$ cat src/rtl/secure_serdes_pkg.sv
`default_nettype none
// ============================================================================
//  Module      : secure_serdes_pkg
//  Description : Shared definitions for the secure SERDES encryptor and
//                decryptor cores: frame width, key slice width and the
//                2-bit frame sequencer state encoding.
//  Revision    : 1.0 - initial release
// ============================================================================
package secure_serdes_pkg;

    // Frame width. The 3-bit bit counters in the cores assume 8.
    localparam int DATA_W    = 8;

    // Only the low KEY_LSB_W bits of the shared key take part in the XOR.
    localparam int KEY_LSB_W = 8;

    localparam int STATE_W   = 2;

    typedef enum logic [STATE_W-1:0] {
        IDLE    = 2'd0,
        SHIFT   = 2'd1,
        DECRYPT = 2'd2,
        OUTPUT  = 2'd3
    } state_t;

endpackage : secure_serdes_pkg
`default_nettype wire

$ cat src/rtl/secure_serdes_decryptor_core_if.sv
`default_nettype none
// ============================================================================
//  Module      : secure_serdes_decryptor_core_if
//  Description : Frame request, serial inputs and result/status bundle of the
//                decryptor core.
//                master : drives start, key, cipher_bit, b_bit
//                slave  : drives plain_byte, plain_valid, plain_out, busy,
//                         done, start_err
//  Revision    : 1.0 - initial release
// ============================================================================
interface secure_serdes_decryptor_core_if #(
    parameter int DATA_W = secure_serdes_pkg::DATA_W,
    parameter int KEY_W  = 128
);

    logic              start;
    logic [KEY_W-1:0]  key;
    logic              cipher_bit;
    logic              b_bit;
    logic [DATA_W-1:0] plain_byte;
    logic              plain_valid;
    logic              plain_out;
    logic              busy;
    logic              done;
    logic              start_err;

    modport master (
        output start, key, cipher_bit, b_bit,
        input  plain_byte, plain_valid, plain_out, busy, done, start_err
    );

    modport slave (
        input  start, key, cipher_bit, b_bit,
        output plain_byte, plain_valid, plain_out, busy, done, start_err
    );

endinterface : secure_serdes_decryptor_core_if
`default_nettype wire

$ cat src/rtl/secure_serdes_shift8.sv
`default_nettype none
// ============================================================================
//  Module      : secure_serdes_shift8
//  Description : MSB-first shift register with synchronous clear and parallel
//                load. Priority: clear > load > shift. Bits enter at bit 0
//                and leave from bit WIDTH-1.
//  Ports       : clk, rst_n (async, active-low)
//                i_clr, i_load, i_load_data, i_shift_en, i_shift_in
//                o_q : current register contents
//  Revision    : 1.0 - initial release
// ============================================================================
module secure_serdes_shift8 #(
    parameter int WIDTH = secure_serdes_pkg::DATA_W
) (
    input  logic             clk,
    input  logic             rst_n,
    input  logic             i_clr,
    input  logic             i_load,
    input  logic [WIDTH-1:0] i_load_data,
    input  logic             i_shift_en,
    input  logic             i_shift_in,
    output logic [WIDTH-1:0] o_q
);

    import secure_serdes_pkg::*;

    logic [WIDTH-1:0] r_q;

    always_ff @(posedge clk or negedge rst_n) begin
        if (!rst_n) begin
            r_q <= '0;
        end else if (i_clr) begin
            r_q <= '0;
        end else if (i_load) begin
            r_q <= i_load_data;
        end else if (i_shift_en) begin
            r_q <= {r_q[WIDTH-2:0], i_shift_in};
        end
    end

    assign o_q = r_q;

endmodule : secure_serdes_shift8
`default_nettype wire

$ cat src/rtl/tt_um_secure_serdes_decryptor.sv
`default_nettype none
// ============================================================================
//  Module      : tt_um_secure_serdes_decryptor
//  Description : Tiny Tapeout pin wrapper around the decryptor core.
//                ui_in[0]=start, ui_in[1]=cipher_bit, ui_in[2]=b_bit
//                uo_out[0]=plain_out, [1]=done, [2]=busy, [3]=start_err
//                uio_out=plain_byte, uio_oe=0xFF (always driven)
//                The key is a build-time constant since no pins carry it.
//  Revision    : 1.0 - initial release
// ============================================================================
module tt_um_secure_serdes_decryptor #(
    parameter logic [127:0] KEY_VALUE = 128'h5A
) (
    input  wire [7:0] ui_in,
    output wire [7:0] uo_out,
    input  wire [7:0] uio_in,
    output wire [7:0] uio_out,
    output wire [7:0] uio_oe,
    input  wire       ena,
    input  wire       clk,
    input  wire       rst_n
);

    secure_serdes_decryptor_core_if #(.DATA_W(8), .KEY_W(128)) w_bus ();

    wire w_unused;

    assign w_bus.start      = ui_in[0];
    assign w_bus.cipher_bit = ui_in[1];
    assign w_bus.b_bit      = ui_in[2];
    assign w_bus.key        = KEY_VALUE;

    secure_serdes_decryptor_core #(.DATA_W(8), .KEY_W(128)) u_core (
        .clk   (clk),
        .rst_n (rst_n),
        .bus   (w_bus)
    );

    assign uo_out  = {4'b0000, w_bus.start_err, w_bus.busy, w_bus.done, w_bus.plain_out};
    assign uio_out = w_bus.plain_byte;
    assign uio_oe  = 8'hFF;

    assign w_unused = &{ena, uio_in, ui_in[7:3], 1'b0};

endmodule : tt_um_secure_serdes_decryptor
`default_nettype wire

$ cat src/rtl/secure_serdes_decryptor_core.sv
`default_nettype none
// ============================================================================
//  Module      : secure_serdes_decryptor_core
//  Description : Receive-side secure SERDES core. Deserialises 8 cipher bits
//                and 8 B-operand bits (MSB first), recovers
//                A = cipher ^ B ^ key[7:0], presents A in parallel with a
//                one-cycle valid pulse and re-serialises it MSB first.
//  Ports       : clk, rst_n (async, active-low)
//                bus (slave) : start, key, cipher_bit, b_bit in;
//                              plain_byte, plain_valid, plain_out, busy,
//                              done, start_err out
//  Revision    : 1.0 - initial release
// ============================================================================
module secure_serdes_decryptor_core #(
    parameter int DATA_W = secure_serdes_pkg::DATA_W,
    parameter int KEY_W  = 128
) (
    input  logic                           clk,
    input  logic                           rst_n,
    secure_serdes_decryptor_core_if.slave  bus
);

    import secure_serdes_pkg::*;

    state_t            r_state;
    logic [2:0]        r_bit_cnt;
    logic              r_start_d;
    logic [DATA_W-1:0] r_plain_byte;
    logic              r_plain_valid;
    logic              r_plain_out;
    logic              r_busy;
    logic              r_done;
    logic              r_start_err;

    logic [KEY_W-1:0]  w_key;
    logic              w_unused_key;
    logic              w_accept;
    logic              w_shift_in;
    logic              w_load_out;
    logic              w_shift_out;
    logic [DATA_W-1:0] w_c_q;
    logic [DATA_W-1:0] w_b_q;
    logic [DATA_W-1:0] w_out_q;
    logic [DATA_W-1:0] w_plain;

    assign w_key        = bus.key;
    // Upper key bits are deliberately ignored; folded here so they are not
    // mistaken for dangling logic.
    assign w_unused_key = ^w_key[KEY_W-1:KEY_LSB_W];

    assign w_accept    = (r_state == IDLE) && bus.start;
    assign w_shift_in  = (r_state == SHIFT);
    assign w_load_out  = (r_state == DECRYPT);
    assign w_shift_out = (r_state == OUTPUT);

    assign w_plain = w_c_q ^ w_b_q ^ w_key[KEY_LSB_W-1:0];

    // Cipher input register, cleared when a frame is accepted.
    secure_serdes_shift8 #(.WIDTH(DATA_W)) u_c_shreg (
        .clk         (clk),
        .rst_n       (rst_n),
        .i_clr       (w_accept),
        .i_load      (1'b0),
        .i_load_data ({DATA_W{1'b0}}),
        .i_shift_en  (w_shift_in),
        .i_shift_in  (bus.cipher_bit),
        .o_q         (w_c_q)
    );

    // B operand input register, bit-aligned with the cipher register.
    secure_serdes_shift8 #(.WIDTH(DATA_W)) u_b_shreg (
        .clk         (clk),
        .rst_n       (rst_n),
        .i_clr       (w_accept),
        .i_load      (1'b0),
        .i_load_data ({DATA_W{1'b0}}),
        .i_shift_en  (w_shift_in),
        .i_shift_in  (bus.b_bit),
        .o_q         (w_b_q)
    );

    // Plaintext output register: loaded in DECRYPT, drained zero-filled.
    secure_serdes_shift8 #(.WIDTH(DATA_W)) u_out_shreg (
        .clk         (clk),
        .rst_n       (rst_n),
        .i_clr       (1'b0),
        .i_load      (w_load_out),
        .i_load_data (w_plain),
        .i_shift_en  (w_shift_out),
        .i_shift_in  (1'b0),
        .o_q         (w_out_q)
    );

    always_ff @(posedge clk or negedge rst_n) begin
        if (!rst_n) begin
            r_state       <= IDLE;
            r_bit_cnt     <= 3'd0;
            r_start_d     <= 1'b0;
            r_plain_byte  <= '0;
            r_plain_valid <= 1'b0;
            r_plain_out   <= 1'b0;
            r_busy        <= 1'b0;
            r_done        <= 1'b0;
            r_start_err   <= 1'b0;
        end else begin
            r_plain_valid <= 1'b0;
            r_start_d     <= bus.start;

            // A start request made while a frame is in flight is a protocol
            // error. Only a new assertion counts, so a start held high
            // continuously to chain back-to-back frames is not flagged.
            if (bus.start && !r_start_d && (r_state != IDLE)) begin
                r_start_err <= 1'b1;
            end

            case (r_state)
                IDLE: begin
                    if (bus.start) begin
                        r_bit_cnt <= 3'd0;
                        r_done    <= 1'b0;
                        r_busy    <= 1'b1;
                        r_state   <= SHIFT;
                    end
                end
                SHIFT: begin
                    r_bit_cnt <= r_bit_cnt + 3'd1;
                    if (r_bit_cnt == 3'd7) begin
                        r_state <= DECRYPT;
                    end
                end
                DECRYPT: begin
                    r_plain_byte  <= w_plain;
                    r_plain_valid <= 1'b1;
                    r_bit_cnt     <= 3'd0;
                    r_state       <= OUTPUT;
                end
                OUTPUT: begin
                    r_plain_out <= w_out_q[DATA_W-1];
                    r_bit_cnt   <= r_bit_cnt + 3'd1;
                    if (r_bit_cnt == 3'd7) begin
                        r_done  <= 1'b1;
                        r_busy  <= 1'b0;
                        r_state <= IDLE;
                    end
                end
                default: begin
                    r_state <= IDLE;
                end
            endcase
        end
    end

    assign bus.plain_byte  = r_plain_byte;
    assign bus.plain_valid = r_plain_valid;
    assign bus.plain_out   = r_plain_out;
    assign bus.busy        = r_busy;
    assign bus.done        = r_done;
    assign bus.start_err   = r_start_err;

endmodule : secure_serdes_decryptor_core
`default_nettype wire

$ cat config.mk
export PLATFORM = sky130hd
export DESIGN_NAME = tt_um_secure_serdes_decryptor
export DESIGN_NICKNAME = d
export VERILOG_FILES = /design/src/rtl/secure_serdes_pkg.sv /design/src/rtl/secure_serdes_decryptor_core_if.sv /design/src/rtl/secure_serdes_shift8.sv /design/src/rtl/tt_um_secure_serdes_decryptor.sv /design/src/rtl/secure_serdes_decryptor_core.sv
export SDC_FILE = /design/constraint.sdc
export NUM_CORES = 1
export LEC_CHECK = 0
export ABC_AREA = 1
export ABC_CLOCK_PERIOD_IN_PS = 1850
export CAP_MARGIN = 20
export CORE_MARGIN = 4
export CORE_UTILIZATION = 40
export CTS_CLUSTER_DIAMETER = 60
export DETAILED_ROUTE_END_ITERATION = 10
export PLACE_DENSITY = 0.69
export REMOVE_ABC_BUFFERS = 1
export SYNTH_ARGS = -nofsm -noshare
export SYNTH_HDL_FRONTEND = slang
export SYNTH_SLANG_ARGS = --single-unit
$ cat constraint.sdc
create_clock -name clk -period 1.85 [get_ports clk]
set_clock_uncertainty 0.2 [all_clocks]
set_input_delay 0.37 -clock clk [delete_from_list [all_inputs] [get_ports clk]]
set_output_delay 0.37 -clock clk [all_outputs]
set_load 0.005 [all_outputs]
## Word-level counts from Yosys, hierarchy flattened

Index checks and enable logic that the tools add are counted.

| word-level totals | value |
|---|---|
| word-level logic and storage cells | 51 |
| register bits | 42 |
| ROM bits | 0 |
| input bits | 19 |
| bits in latches | 0 |
| memories | 0 |
| memory bits (writable) | 0 |

| operators by class | value |
|---|---|
| bitwise gates (word level) | 2 |
| divide/modulo/power cells | 0 |
| multipliers | 0 |
| reduce and logical (&&, ||, !) cells | 12 |
| mux-type cells | 18 |
| shifts and indexed selects | 0 |
| magnitude comparators | 0 |
| eq/ne operators | 7 |
| add/subtract/negate cells | 1 |

Operators by type and width:

| kind | number |
|---|---|
| $mux W8 | 6 |
| $pmux W3 S3 | 1 |
| $pmux W2 S4 | 1 |
| $reduce_bool A2 Y1 | 4 |
| $xor A8 B8 Y8 | 1 |
| $mux W2 | 3 |
| $reduce_and A3 Y1 | 2 |
| $eq A2 B2 Y1 const B | 2 |
| $mux W1 | 4 |
| $ne A2 B1 Y1 const B | 2 |
| $not A4 Y4 | 1 |
| $pmux W1 S2 | 2 |
| $add A3 B1 Y3 const B | 1 |
| $eq A3 B3 Y1 const B | 1 |
| $logic_and A1 B1 Y1 | 3 |
| $mux W3 | 1 |
| $eq A2 B1 Y1 const B | 1 |
| $logic_not A2 Y1 | 1 |
| $ne A2 B2 Y1 const B | 1 |
| $reduce_or A2 Y1 | 1 |
| $logic_not A1 Y1 | 1 |

## Logic depth before layout (Yosys ltp)

| depth | value |
|---|---|
| depth in word-level cells | 3 |
| mapped depth | 8 |
| gate-level depth less buffers | 7 |

## Cells and area by module

A second synthesis with hierarchy kept.

| second synthesis, totals | value |
|---|---|
| cell total of the unflattened synthesis | 368 |
| area total of the unflattened synthesis | 2690.1 um^2 |

Modules (own cells, without submodules):

| module | area each (um^2) | sequential area each (um^2) | cells each | times used |
|---|---|---|---|---|
| secure_serdes_shift8 | 449.2 | 200.2 | 61 | 3 |
| secure_serdes_decryptor_core | 1214.9 | 475.5 | 167 | 1 |
| tt_um_secure_serdes_decryptor | 127.6 | 0.0 | 18 | 1 |

## Worst setup path after synthesis

OpenSTA, ideal clock, no wires.

| timing path | value |
|---|---|
| path type | register -> register |
| start point | register u_core.r_state[0] |
| end point | register u_core.r_state[0] |
| clock period less this slack | 1.470 ns |
| data arrival time | 1.153 ns |
| cell stages (with the launch flop) | 7 |
| path buffers | 1 |
| slack | 0.380 ns |
| setup time | 0.117 ns |
| cells stage by stage | dfrtp_1 > inv_1 > ha_1 > buf_6 > or2_1 > nand3_1 > nand2_1 |

| on the way | value |
|---|---|
| cells in the longest elaborated chain, start to end | 3 |

RTL lines:

| what | line | source |
|---|---|---|
| from (decl) | secure_serdes_decryptor_core.sv:25 | `state_t r_state;` |
| from (signal assigned) | secure_serdes_decryptor_core.sv:96 | `r_state <= IDLE;` |
| from (signal assigned) | secure_serdes_decryptor_core.sv:122 | `r_state <= SHIFT;` |
| from (signal assigned) | secure_serdes_decryptor_core.sv:128 | `r_state <= DECRYPT;` |
| $eq A2 B1 Y1, or another cell as far along | secure_serdes_decryptor_core.sv:116 | `case (r_state)` |
| $ne A2 B1 Y1 (no source line) or $ne A2 B2 Y1 (tied branches) | - |  |
| $reduce_and A3 Y1 (no source line) | - |  |

Several ways; a longest one is shown, not always the timed one.
A chain may end at the register's enable or synchronous reset.

## Final worst setup path

| timing path | value |
|---|---|
| start point | register u_core.r_plain_byte[3] (netlist: u_core.bus.plain_byte[3]) |
| end point | output port uio_out[3] |

RTL lines:

| what | line | source |
|---|---|---|
| from (decl) | secure_serdes_decryptor_core.sv:28 | `logic [DATA_W-1:0] r_plain_byte;` |
| from (signal assigned) | secure_serdes_decryptor_core.sv:132 | `r_plain_byte <= w_plain;` |
| to (decl) | tt_um_secure_serdes_decryptor.sv:17 | `output wire [7:0] uio_out,` |

No word-level cell between the ends.

==> metrics.txt <==
largest net degree at the start of global routing=27; Worst Setup End Kind=primary output; CTS tree=done; area delta synth->final=14.0%; asr flop ratio synth=100%; crit path from=u_core.bus.plain_byte[3]$_DFFE_PN0P_; nets=between 200 and 300; initial DRC count=107; share of layout cells above drive strength 1=approximately 14%; Die H=between 80 and 90 µm; clock-pin slew on the worst setup and hold paths=0.08 ns; Final Setup Violations=0; Worst path top cell family by delay=buffers and inverters; clk sinks=42; PortBufs=16; Fmax=583 MHz; Critical-path top delay cell=clkdlybuf4s50_1; crit path cell chain=clkdlybuf4s50_1; number of synthesized register bits=42; initial antenna violation count=0; FILL cells=477; Mean Syn Cell Area=9.04 µm²; worst r2r path cells=6; EDFF count, synth=0; number of global-route vias before repair=1467; Worst Hold Depth=1; cts hold-fix bufs=1; LEAKAGE=1.18 nW; final hold vios=0; Main synth FF type=dfrtp_1; Antenna diodes=0; Setup TNS=0 ns; H-tree Lvls=2; DRC=0; width of the die=80.1 µm; Tmin final=1.72 ns; Hold Crit Start=u_core.bus.start_err$_DFFE_PN0P_; Final Cycle Share=between 90% and 100%; first-pass GRT wire length=6.55 mm; grt total ovfl=0; largest area contributor in the netlist=dfrtp_1; worst hold path type=reg2reg; DP Wirelength=2.60 mm; GRT Util Overall=between 10 and 15%; synthesized area=2080 µm²; Core Area=4880 µm²; Synth area leaders=dfrtp_1 (51%), nand2_1 (12%), nand3_1 (8.9%); Synth top area share=50.5%; crit start category=flip-flop; final WL=3.66 mm; io pins=between 40 and 50; FF-to-FF setup slack=0.22 ns; die area=6420 µm²; maximum vdd drop=0.711 mV; top post-synthesis cells by count=nand2_1 (66), dfrtp_1 (42), nand3_1 (37); final core utilization=just under 50%; clock tree buffer depth=2; cts repair resizes=0; Pins Over Slew Limit=0; Critical path buffers and inverters=1; Root Buffer=clkbuf_8; warnings from Yosys=0; status=complete, no violations; initial core utilization=42.6%; total CTS buffers=5; number of setup buffers added after CTS=0; number of core rows=25; Worst Path Max Fanout=2; reg-to-reg startpoint=u_core.r_state[0]$_DFFE_PN0P_; Post-Syn Instances=230; Clk Latency, worst-skew pair=0.29 ns; CP arrival=1.15 ns; vias per std cell=4.62; Placement Setup Slack=0.0549 ns; post-synthesis sequential area ratio=50.5%; ANT nets after route=0; CP max stage delay=0.51 ns; final worst setup slack=0.134 ns; DR pass1 iterations=4; Setup Crit Path Kind=reg2out; maxcap violations=0; pwr dens=1500 nW/µm²; GPL Wtd Cong=0.838; top-count cell post-synth=nand2_1; Critical R2R Capture=u_core.u_b_shreg.o_q[4]$_DFFE_PN0P_; Req. time, crit path=1.28 ns; Hold EP=u_core.bus.start_err$_DFFE_PN0P_; Unique masters post-synth=22; Via Count=1464; Routed WL per cell=11.5 µm; RSZ-0062 raised after global routing=false
-- logic make-up (layout without fill, tap and decap cells) --
logic type      Yosys count  in the layout  synth area share (%)
flops                    42             42                  50.5
other cells               2             12                 0.361
compound gates           19             19                  6.56
fa+ha+maj                 8              8                  4.81
buf+inv                  47             57                  12.9
simple gates            112            112                  24.8
-- worst max path at each step --
stage / slack (ns) / cells after the start / to
CTS: 0.12 / 1 / uio_out[3]
global route: 0.05 / 5 / u_core.u_b_shreg.o_q[7]$_DFFE_PN0P_
finish: 0.13 / 1 / uio_out[3]
global placement: 0.08 / 6 / u_core.r_state[0]$_DFFE_PN0P_
detailed placement: 0.05 / 6 / u_core.r_state[1]$_DFFE_PN0P_
floorplan: 0.12 / 5 / u_core.u_b_shreg.o_q[3]$_DFFE_PN0P_
-- placed cells by master (no fill, tap or decap), types with 2 or more instances in the layout --
cell and count:
nand2_1 66, dfrtp_1 42, nand3_1 37, inv_1 23
clkdlybuf4s50_1 15, conb_1 12, o21ai_2 11, ha_1 8
o21ai_0 7, clkbuf_8 5, buf_4 5, nand2_2 2
nand2_4 2, clkinvlp_4 2
-- state kept, by name (all words and copies together), names as in the netlist, 2 cells and up --
name / cells
u_core.u_c_shreg.o_q: 8
u_core.u_out_shreg.o_q: 8
u_core.bus.plain_byte: 8
u_core.r_state: 2
u_core.r_bit_cnt: 3
u_core.u_b_shreg.o_q: 8
-- area by class of cell --
type	instances	area (µm²)	area share, %
Sequential cell	42	1050	44.3
Multi-Input combinational cell	151	798	33.7
Timing Repair Buffer	23	223	9.39
Inverter	26	101	4.27
Tap cell	67	83.8	3.54
Clock buffer	5	68.8	2.90
Clock inverter	3	45.0	1.90
-- power breakdown --
part / leakage, nW / total (mW) / switching (mW) / internal, mW
Combinational: 0.586 / 1.45 / 0.871 / 0.582
Sequential: 0.541 / 1.38 / 0.181 / 1.20
Clock: 0.0504 / 0.722 / 0.320 / 0.401
Total: 1.18 / 3.56 / 1.37 / 2.19
-- metrics by stage --
step / area [µm²] / hold slack [ns] / cells / total power, mW
after global placement: 2250 / 0.128 / 308 / 2.82
after detailed placement: 2250 / 0.129 / 308 / 2.86
after CTS: 2370 / 0.280 / 317 / 3.61
after global routing: 2370 / 0.299 / 317 / 3.87
final: 2370 / 0.276 / 317 / 3.56
after floorplan: 1950 / -0.126 / 219 / 2.34
-- per-layer routing --
metal	share of wire, %	wire length (µm)	GRT usage (%)	vias up
li1	-	-	-	736
met1	49	1780	17.9	700
met2	47	1720	20.3	28
met3	4.4	161	2.91	0
met4	0	0	2.20	0
met5	0	0	0	-
No activity file was read; power rests on OpenSTA's default activity.
